### config.mk
export PLATFORM = sky130hd
export DESIGN_NAME = sat_counter
export DESIGN_NICKNAME = d
export VERILOG_FILES = /design/src/rtl/sat_counter.sv
export SDC_FILE = /design/constraint.sdc
export NUM_CORES = 1
export LEC_CHECK = 0
export BUFFER_PORTS_ARGS = -buffer_cell sky130_fd_sc_hd__buf_2
export CORE_UTILIZATION = 50
export DETAILED_ROUTE_END_ITERATION = 10
export HOLD_SLACK_MARGIN = 0.05
export PLACE_DENSITY = 0.73
export SYNTH_ARGS = -nofsm -noshare
export SYNTH_HDL_FRONTEND = slang
export SYNTH_SLANG_ARGS = --single-unit
### constraint.sdc
create_clock -name clk -period 2.8 [get_ports clk]
set_input_delay 0.28 -clock clk [delete_from_list [all_inputs] [get_ports clk]]
set_output_delay 0.28 -clock clk [all_outputs]
set_load 0.05 [all_outputs]
### src/rtl/sat_counter.sv
// Saturating up-counter with synchronous clear.
//   clk, rst_n : clock, synchronous active-low reset
//   inc        : add one, holds at all-ones
//   clr        : force to zero; wins over inc
//   cnt        : current count
module sat_counter #(
  parameter int CNT_W = 16
) (
  input  logic             clk,
  input  logic             rst_n,
  input  logic             inc,
  input  logic             clr,
  output logic [CNT_W-1:0] cnt
);

  logic [CNT_W-1:0] cnt_q;
  logic [CNT_W-1:0] cnt_d;

  always_comb begin
    cnt_d = cnt_q;
    if (clr) begin
      cnt_d = '0;
    end else if (inc && (cnt_q != {CNT_W{1'b1}})) begin
      cnt_d = cnt_q + 1'b1;
    end
  end

  always_ff @(posedge clk) begin
    if (!rst_n) begin
      cnt_q <= '0;
    end else begin
      cnt_q <= cnt_d;
    end
  end

  assign cnt = cnt_q;

endmodule

# Yosys cells after proc, flatten, opt, wreduce, memory -nomap -nowiden
# Cells that the tools add are included.
[totals]
ff_bits = 16
inputBits = 4
out_inout_bits = 16
word_cells = 6
[classes]
add_sub_neg = 1
n_eq_ne = 1
bitwise = 1
n_reduce_logical = 2
[op_table]
columns = ["cell", "count"]
rows = [
  ["16-bit by 1-bit adder with 16-bit output, second input constant", 1],
  ["16-bit inequality test, second input constant", 1],
  ["2-bit OR reduction", 1],
  ["1-bit logical AND", 1],
  ["1-bit inverter", 1],
]

# Logic depth before layout (Yosys ltp)
# Gate-level depths: netlist of run 1.
[logic_depth]
depth_word = 2
ltp_mapped = 5
depth_no_buf = 5

# Worst setup path after synthesis of run 1
# No wires, ideal clock.
[synth_path]
path_type = "reg2reg"
start = "register cnt_q[0], in the netlist cnt[0]"
end = "register cnt_q[14], in the netlist cnt[14]"
setup_time_ns = 0.115
arrival_time_ns = 1.788
t_required_ns = 2.685
path_slack_ns = 0.897
stages_incl_launch_ff = 6
path_buffers = 0
synth_period_minus_slack_ns = 1.903
cell_sequence = "dfxtp_1 ha_1 and4_2 o311ai_2 o31a_1 o21a_1"
[synth_via]
elab_chain_cells = 2
word_cells_on_any_way = 3
cone_classes = "add/sub (1); eq/ne (1); reduce/logical (1)"
[synth_lines]
columns = ["element", "line", "text"]
rows = [
  ["start, declared", "16", "logic [CNT_W-1:0] cnt_q;"],
  ["start signal, assigned", "32", "cnt_q <= cnt_d;"],
  ["branches (longest 2 deep; another with 16-bit by 1-bit adder with 16-bit output)", "--", ""],
]
# Parallel ways; which one is timed is not known.
# A chain may end at the register's enable or synchronous reset.

# Worst setup path in the final report of run 1
# Same ends and word-level chain as after synthesis.

==> summary.md, run 1 <==
| Metric | Value |
|---|---|
| DR pass1 iterations | `7` |
| CP max FO | `6` |
| Setup Skew | `0.0005053 ns` |
| Cts bufs inserted | `3` |
| Root Buffer Master | `clkbuf_4` |
| Violated checks | `DRC` |
| Seq/Total Area, Yosys | `37.05%` |
| Layout Utilization | `64.04%` |
| Row count | `14` |
| Hold/Removal Path Class | `input pin to flop` |
| Worst slack, placed | `1.190 ns` |
| Static Leak | `0.0004257 µW` |
| Max cap viols | `0` |
| DIE WIDTH | `43.59 µm` |
| Slew HR | `64.34%` |
| Highest metal used | `met4` |
| Fin. Hold Viols | `0` |
| WL met3 | `48 µm` |
| Post-Syn Area | `864.6 µm²` |
| GRT overflow | `0` |
| Antenna cells | `0` |
| Largest net degree at the start of global routing | `12` |
| Vias in the first global route | `735` |
| Drt first-iter violations | `11` |
| Dpl cells | `125` |
| Final min period | `1.621 ns` |
| Final period utilization | `57.89%` |
| Clk buf depth | `2` |
| M1 WL | `882 µm` |
| Max rail drop VDD | `0.0002979 V` |
| Fraction of layout cells with a size suffix above 1 | `26.79%` |
| Post-route setup slack | `1.179 ns` |
| Startpoint type of the worst setup path | `flop` |
| Post-DP HPWL | `1359 µm` |
| Routed vias | `772` |
| Combinational Power Share | `4.8%` |
| Run status | `complete, but fails checks` |
| Final nets | `119` |
| Mapped Nets | `96` |
| Clock Power Share | `33.2%` |
| CTS resizes | `0` |
| Design area | `998.5 µm²` |
| Total track usage | `23.23%` |
| Ys Warns | `0` |
| H-tree levels | `1` |
| Initial antenna violation count | `0` |
| First-pass GRT wire length | `3222 µm` |
| Sequential fraction of design power | `62.0%` |
| DRC viols | `1` |
| Flop2flop setup slack | `1.18 ns` |
| Crit path capture type | `flop` |
| Largest delay contributor family on the critical path | `compound AO/OA/AOI/OAI gates` |
| Worst path max stage delay | `0.39 ns` |
| Routed WL per cell | `14.04 µm` |
| PD cells | `370.3 nW/µm²` |
| RSZ-0062 raised after global routing | `false` |
| CP Buf/Inv Count | `0` |
| Synth-to-Final Area Change | `15.48%` |
| Clock transition at the registers of the reported paths | `0.09 ns` |
| Max Fclk | `0.6169 GHz` |
| Slew @ Worst Pin | `0.5320 ns` |
| Max reg flops | `16` |
| Synth unique cells | `38` |
| Pins Over Slew Limit | `0` |
| Number of synthesized flops with an enable pin | `0` |
| Wire length on met2 | `834 µm` |
| Top FF cell, synth | `dfxtp_1` |
| Cell internal pwr | `284.5 µW` |
| Post-CTS setup buffers | `0` |
| Initial Utilization | `55.46%` |
| Setup_tns | `0 ns` |
| Critical path data required time | `2.99 ns` |
| Routability cong. | `0.7313` |
| Clock sinks | `16` |
| TritonCTS clock tree | `built` |
| Core Box Area | `1559 µm²` |
| Net switching power | `85.27 µW` |
| Vias per cell | `6.031` |
| WS Path Type | `flop to flop` |
| Switch share | `23.06%` |
| # IOs | `20` |
| Die Ht | `43.59 µm` |
| Cts hold-fix bufs | `0` |
| Fillers | `148` |
| Final setup violation count | `0` |
| IO Port Bufs | `19` |
| Routed Antenna Nets | `0` |
| Die area | `1900 µm²` |
| Cell count after synthesis | `91` |
| Worst-skew pair later-pin latency | `0.29 ns` |
| Area post-placement | `975.9 µm²` |
| Final std cells w/o fill | `128` |
| Slowest-stage cell, CP | `dfxtp_1` |
| WL final | `1797 µm` |
| CP Data Arrival Time | `1.81 ns` |
| Post-Syn Area per Cell | `9.501 µm²` |
| Crit-path cells | `ha_1 -> and4_2 -> o311ai_2 -> o31a_1 -> o21a_1` |
| Share of flip-flops with an asynchronous set or reset | `0%` |
| Synthesized flop and latch total | `16` |
-- power groups by stage --
stage / logic [µW] / clock network [µW] / registers (µW)
after global placement: 17.5 / 0 / 235
after global routing: 19.0 / 136 / 230
after CTS: 17.7 / 126 / 229
after detailed placement: 17.6 / 0 / 235
after floorplan: 8.47 / 0 / 238
final: 17.7 / 123 / 229
-- kinds of logic (layout without fill, tap and decap cells) --
| group | Yosys count | count (layout) | synth area share (%) |
|---|---|---|---|
| xor+xnor | 4 | 4 | 4.053 |
| compound gates | 22 | 22 | 21.42 |
| mux | 1 | 1 | 1.158 |
| flops | 16 | 16 | 37.05 |
| fa+ha+maj | 1 | 1 | 1.447 |
| buf+inv | 3 | 24 | 1.302 |
| simple gates | 44 | 44 | 33.58 |
-- per-layer routing --
metal	vias to the layer above	track usage (%)
met3	4	6.250
li1	404	-
met5	-	0
met2	13	37.61
met4	0	11.25
met1	351	28.35
-- cell usage after synthesis, drive strengths merged (2+ instances only) --
master	count	area (µm²)
a21oi	4	20.02
and2	3	18.77
and4	3	28.78
dfxtp	16	320.3
inv	2	7.510
nand2	5	18.77
nand2b	2	12.51
nand3	5	37.54
nand4	4	55.05
nor2	10	37.54
nor3	2	15.01
nor4	3	18.77
o21ai	4	20.02
o311ai	3	33.79
o31ai	2	15.01
o41ai	3	45.05
or3	2	12.51
or4	2	15.01
xor2	3	26.28
-- final timing paths --
path,cells after the start,endpoint,from
max,5,cnt[14],cnt[0]
min,4,cnt[0],inc
max reg2reg,5,cnt[14],cnt[0]
min reg2reg,2,cnt[5],cnt[5]
-- placed cells by master, fill, tap and decap left out, drive strengths merged, types with 2 or more instances in the layout --
| cell | count |
|---|---|
| a21oi | 4 |
| and2 | 3 |
| and4 | 3 |
| buf | 19 |
| clkbuf | 3 |
| dfxtp | 16 |
| inv | 2 |
| nand2 | 5 |
| nand2b | 2 |
| nand3 | 5 |
| nand4 | 4 |
| nor2 | 10 |
| nor3 | 2 |
| nor4 | 3 |
| o21ai | 4 |
| o311ai | 3 |
| o31ai | 2 |
| o41ai | 3 |
| or3 | 2 |
| or4 | 2 |
| xor2 | 3 |
-- cell type report --
cell class | count | area (µm²) | area share [%]
multi-input cells | 72 | 533.0 | 53.38
flip-flops and latches | 16 | 320.3 | 32.08
repair buffers | 19 | 95.09 | 9.524
clock buffers | 3 | 22.52 | 2.256
well taps | 16 | 20.02 | 2.005
inverters | 2 | 7.507 | 0.7519
-- per-stage QoR --
step,total power (µW),hold WS [ns]
after global placement,252.0,0.5054
after global routing,384.6,0.3614
after floorplan,246.7,0.4636
after detailed placement,252.4,0.5241
after CTS,372.7,0.3363
final,369.8,0.3512
-- tightest hold or removal path, delay by kind of cell --
family | cells | cell delay [ns]
AO/OA/AOI/OAI | 1 | 0.07
XOR/XNOR | 1 | 0.06
buffers and inverters | 1 | 0.12
AND/OR/NAND/NOR | 1 | 0.07
Note: power is estimated with default switching activity, not from simulation.
==> run 2: changes to the inputs <==
clock period = 1.65 ns   (was 2.8 ns; I/O delays follow)
==> run 2 against run 1 <==
Effect of this change: clock power increased by 60%; clock skew up 0.0086 ns; first-iteration DRC count grew 45%; the run still ends with DRC left; critical path type unchanged; utilization up 2.2 points; combinational power is 67% higher.
==> summary.md, run 2 (synthesized netlist as in run 1, its figures left out) <==
| Metric | Value |
|---|---|
| Run status | `complete, but fails checks` |
| Violated checks | `DRC` |
| Crit-path cells | `ha_1 -> and4_4 -> o311ai_2 -> o31a_1 -> o21a_1` |
| Initial Utilization | `55.46% (unchanged)` |
| Setup Skew | `0.009081 ns (+0.008575 ns)` |
| Leading cell type in the layout, fill and taps excluded | `buf_2` |
| Design area | `1033 µm² (+3.5%)` |
| Clock transition at the registers of the reported paths | `0.09 ns (about the same)` |
| Routed Antenna Nets | `0 (unchanged)` |
| Final min period | `1.555 ns (-0.06567 ns)` |
| Max cap viols | `0 (unchanged)` |
| Die Ht | `43.59 µm (unchanged)` |
| Routed WL per cell | `14.06 µm (+0.16%)` |
| DRC viols | `1 (unchanged)` |
| Fraction of layout cells with a size suffix above 1 | `41.59% (+15 points)` |
| Static Leak | `0.0004566 µW (+7.3%)` |
| Final setup violation count | `0 (unchanged)` |
| Routability cong. | `0.7702 (+5.3%)` |
| Core Box Area | `1559 µm² (unchanged)` |
| CP Data Arrival Time | `1.73 ns (-0.08 ns)` |
| Post-DP HPWL | `1336 µm (-1.7%)` |
| Vias in the first global route | `709 (-3.5%)` |
| Flop2flop setup slack | `0.09 ns (-1.08 ns)` |
| Routed vias | `815 (+5.6%)` |
| WL met3 | `70 µm (+46%)` |
| TritonCTS clock tree | `built` |
| First-pass GRT wire length | `3187 µm (-1.1%)` |
| Clock sinks | `16 (unchanged)` |
| Final period utilization | `94.26% (+36 points)` |
| M1 WL | `865 µm (-1.9%)` |
| # IOs | `20 (unchanged)` |
| Vias per cell | `6.318 (+4.8%)` |
| WS Path Type | `flop to flop` |
| Die area | `1900 µm² (unchanged)` |
| Worst-skew pair later-pin latency | `0.28 ns (about the same)` |
| Startpoint type of the worst setup path | `flop` |
| Combinational Power Share | `4.8% (about the same)` |
| Hold/Removal Path Class | `input pin to flop` |
| Switch share | `21.65% (-1.4 points)` |
| Total track usage | `22.40% (-0.82 points)` |
| Wire length on met2 | `858 µm (+2.9%)` |
| H-tree levels | `1 (unchanged)` |
| Drt first-iter violations | `16 (+5)` |
| Max reg flops | `16 (unchanged)` |
| Post-CTS setup buffers | `0 (unchanged)` |
| Row count | `14 (unchanged)` |
| Cell internal pwr | `482.3 µW (+70%)` |
| Fin. Hold Viols | `0 (unchanged)` |
| Cts bufs inserted | `3 (unchanged)` |
| GRT overflow | `0 (unchanged)` |
| Final nets | `120 (+0.84%)` |
| Clock Power Share | `32.0% (-1.2 points)` |
| Antenna cells | `0 (unchanged)` |
| Worst path max stage delay | `0.36 ns (-0.03 ns)` |
| Max rail drop VDD | `0.0004694 V (+58%)` |
| Largest net degree at the start of global routing | `12 (unchanged)` |
| Dpl cells | `126 (+0.80%)` |
| Critical path data required time | `1.82 ns (-1.17 ns)` |
| Slew HR | `69.73% (+5.4 points)` |
| DIE WIDTH | `43.59 µm (unchanged)` |
| Synth-to-Final Area Change | `19.54%` |
| Area post-placement | `1003 µm² (+2.8%)` |
| Max Fclk | `0.6430 GHz (+4.2%)` |
| Crit path capture type | `flop` |
| Net switching power | `133.2 µW (+56%)` |
| Final std cells w/o fill | `129 (+0.78%)` |
| CP max FO | `6 (unchanged)` |
| Slew @ Worst Pin | `0.4531 ns (-0.07898 ns)` |
| Slowest-stage cell, CP | `dfxtp_2` |
| DR pass1 iterations | `7 (unchanged)` |
| IO Port Bufs | `19 (unchanged)` |
| Initial antenna violation count | `0 (unchanged)` |
| Highest metal used | `met4` |
| Commonest non-fill, non-tap cells in the layout | `buf_2 (19), dfxtp_2 (16), nor2_1 (10)` |
| Pins Over Slew Limit | `0 (unchanged)` |
| RSZ-0062 raised after global routing | `false` |
| PD cells | `595.5 nW/µm² (+61%)` |
| WL final | `1814 µm (+0.95%)` |
| Root Buffer Master | `clkbuf_4` |
| Sequential fraction of design power | `63.2% (+1.2 points)` |
| Clk buf depth | `2 (unchanged)` |
run 2: cell types whose count changed in the layout (fill, tap and decap cells not counted):
| cell | delta |
|---|---|
| nor3_4 | +1 |
| and4_2 | -1 |
| nor3_2 | -1 |
| and4_4 | +1 |
| dfxtp_1 | -16 |
| buf_4 | +1 |
| dfxtp_2 | +16 |
run 2: power by group through the flow:
stage                     clock, µW  sequential [µW]  combinational [µW]
after floorplan                   0              404                14.4
after global placement            0              398                29.7
after detailed placement          0              398                29.8
after CTS                       202              389                29.9
after global routing            221              390                32.7
final                           197              389                29.6
run 2: metrics by stage:
step / TNS [ns] / setup slack (ns) / total power (µW) / utilization [%] / hold WS [ns]
2_1_floorplan: -0.05339 / -0.05339 / 418.7 / - / 0.3409
3_3_place_gp: 0 / 0.1278 / 427.8 / 64.37 / 0.4851
3_5_place_dp: 0 / 0.09326 / 428.1 / 64.37 / 0.4992
4_1_cts: 0 / 0.07775 / 620.8 / 65.81 / 0.2365
5_1_grt: 0 / 0.005173 / 643.7 / 66.29 / 0.2591
6_report: 0 / 0.09468 / 615.5 / 66.29 / 0.2329
run 2: final cells by class:
type | count | area, µm²
clock buffers | 3 | 22.52
fillers | 131 | 525.5
inverters | 2 | 7.507
multi-input cells | 72 | 540.5
flip-flops and latches | 16 | 340.3
well taps | 16 | 20.02
repair buffers | 20 | 102.6
run 2: timing repair:
item / in CTS / in global routing
endpoints found under the setup margin: 0 / 5
gates resized for setup: 0 / 2
hold buffers: 0 / 0
run 2: worst paths after layout:
path	start	to	cells after the start
worst max-delay path	cnt[0]	cnt[14]	5
worst max register to register	cnt[0]	cnt[14]	5
worst min-delay path	clr	cnt[14]	3
worst min register to register	cnt[11]	cnt[11]	1
run 2: worst max-delay path, delay by kind of cell (launching register included):
| kind | cells | cell delay, ns |
|---|---|---|
| compound gates | 3 | 0.63 |
| flops | 1 | 0.36 |
| simple gates | 1 | 0.27 |
| fa+ha+maj | 1 | 0.19 |
run 2: per-layer routing:
layer | global-route usage (%) | vias up
li1 | - | 402
met1 | 31.35 | 391
met2 | 34.03 | 20
met3 | 3.750 | 2
met4 | 9.375 | 0
met5 | 0 | -
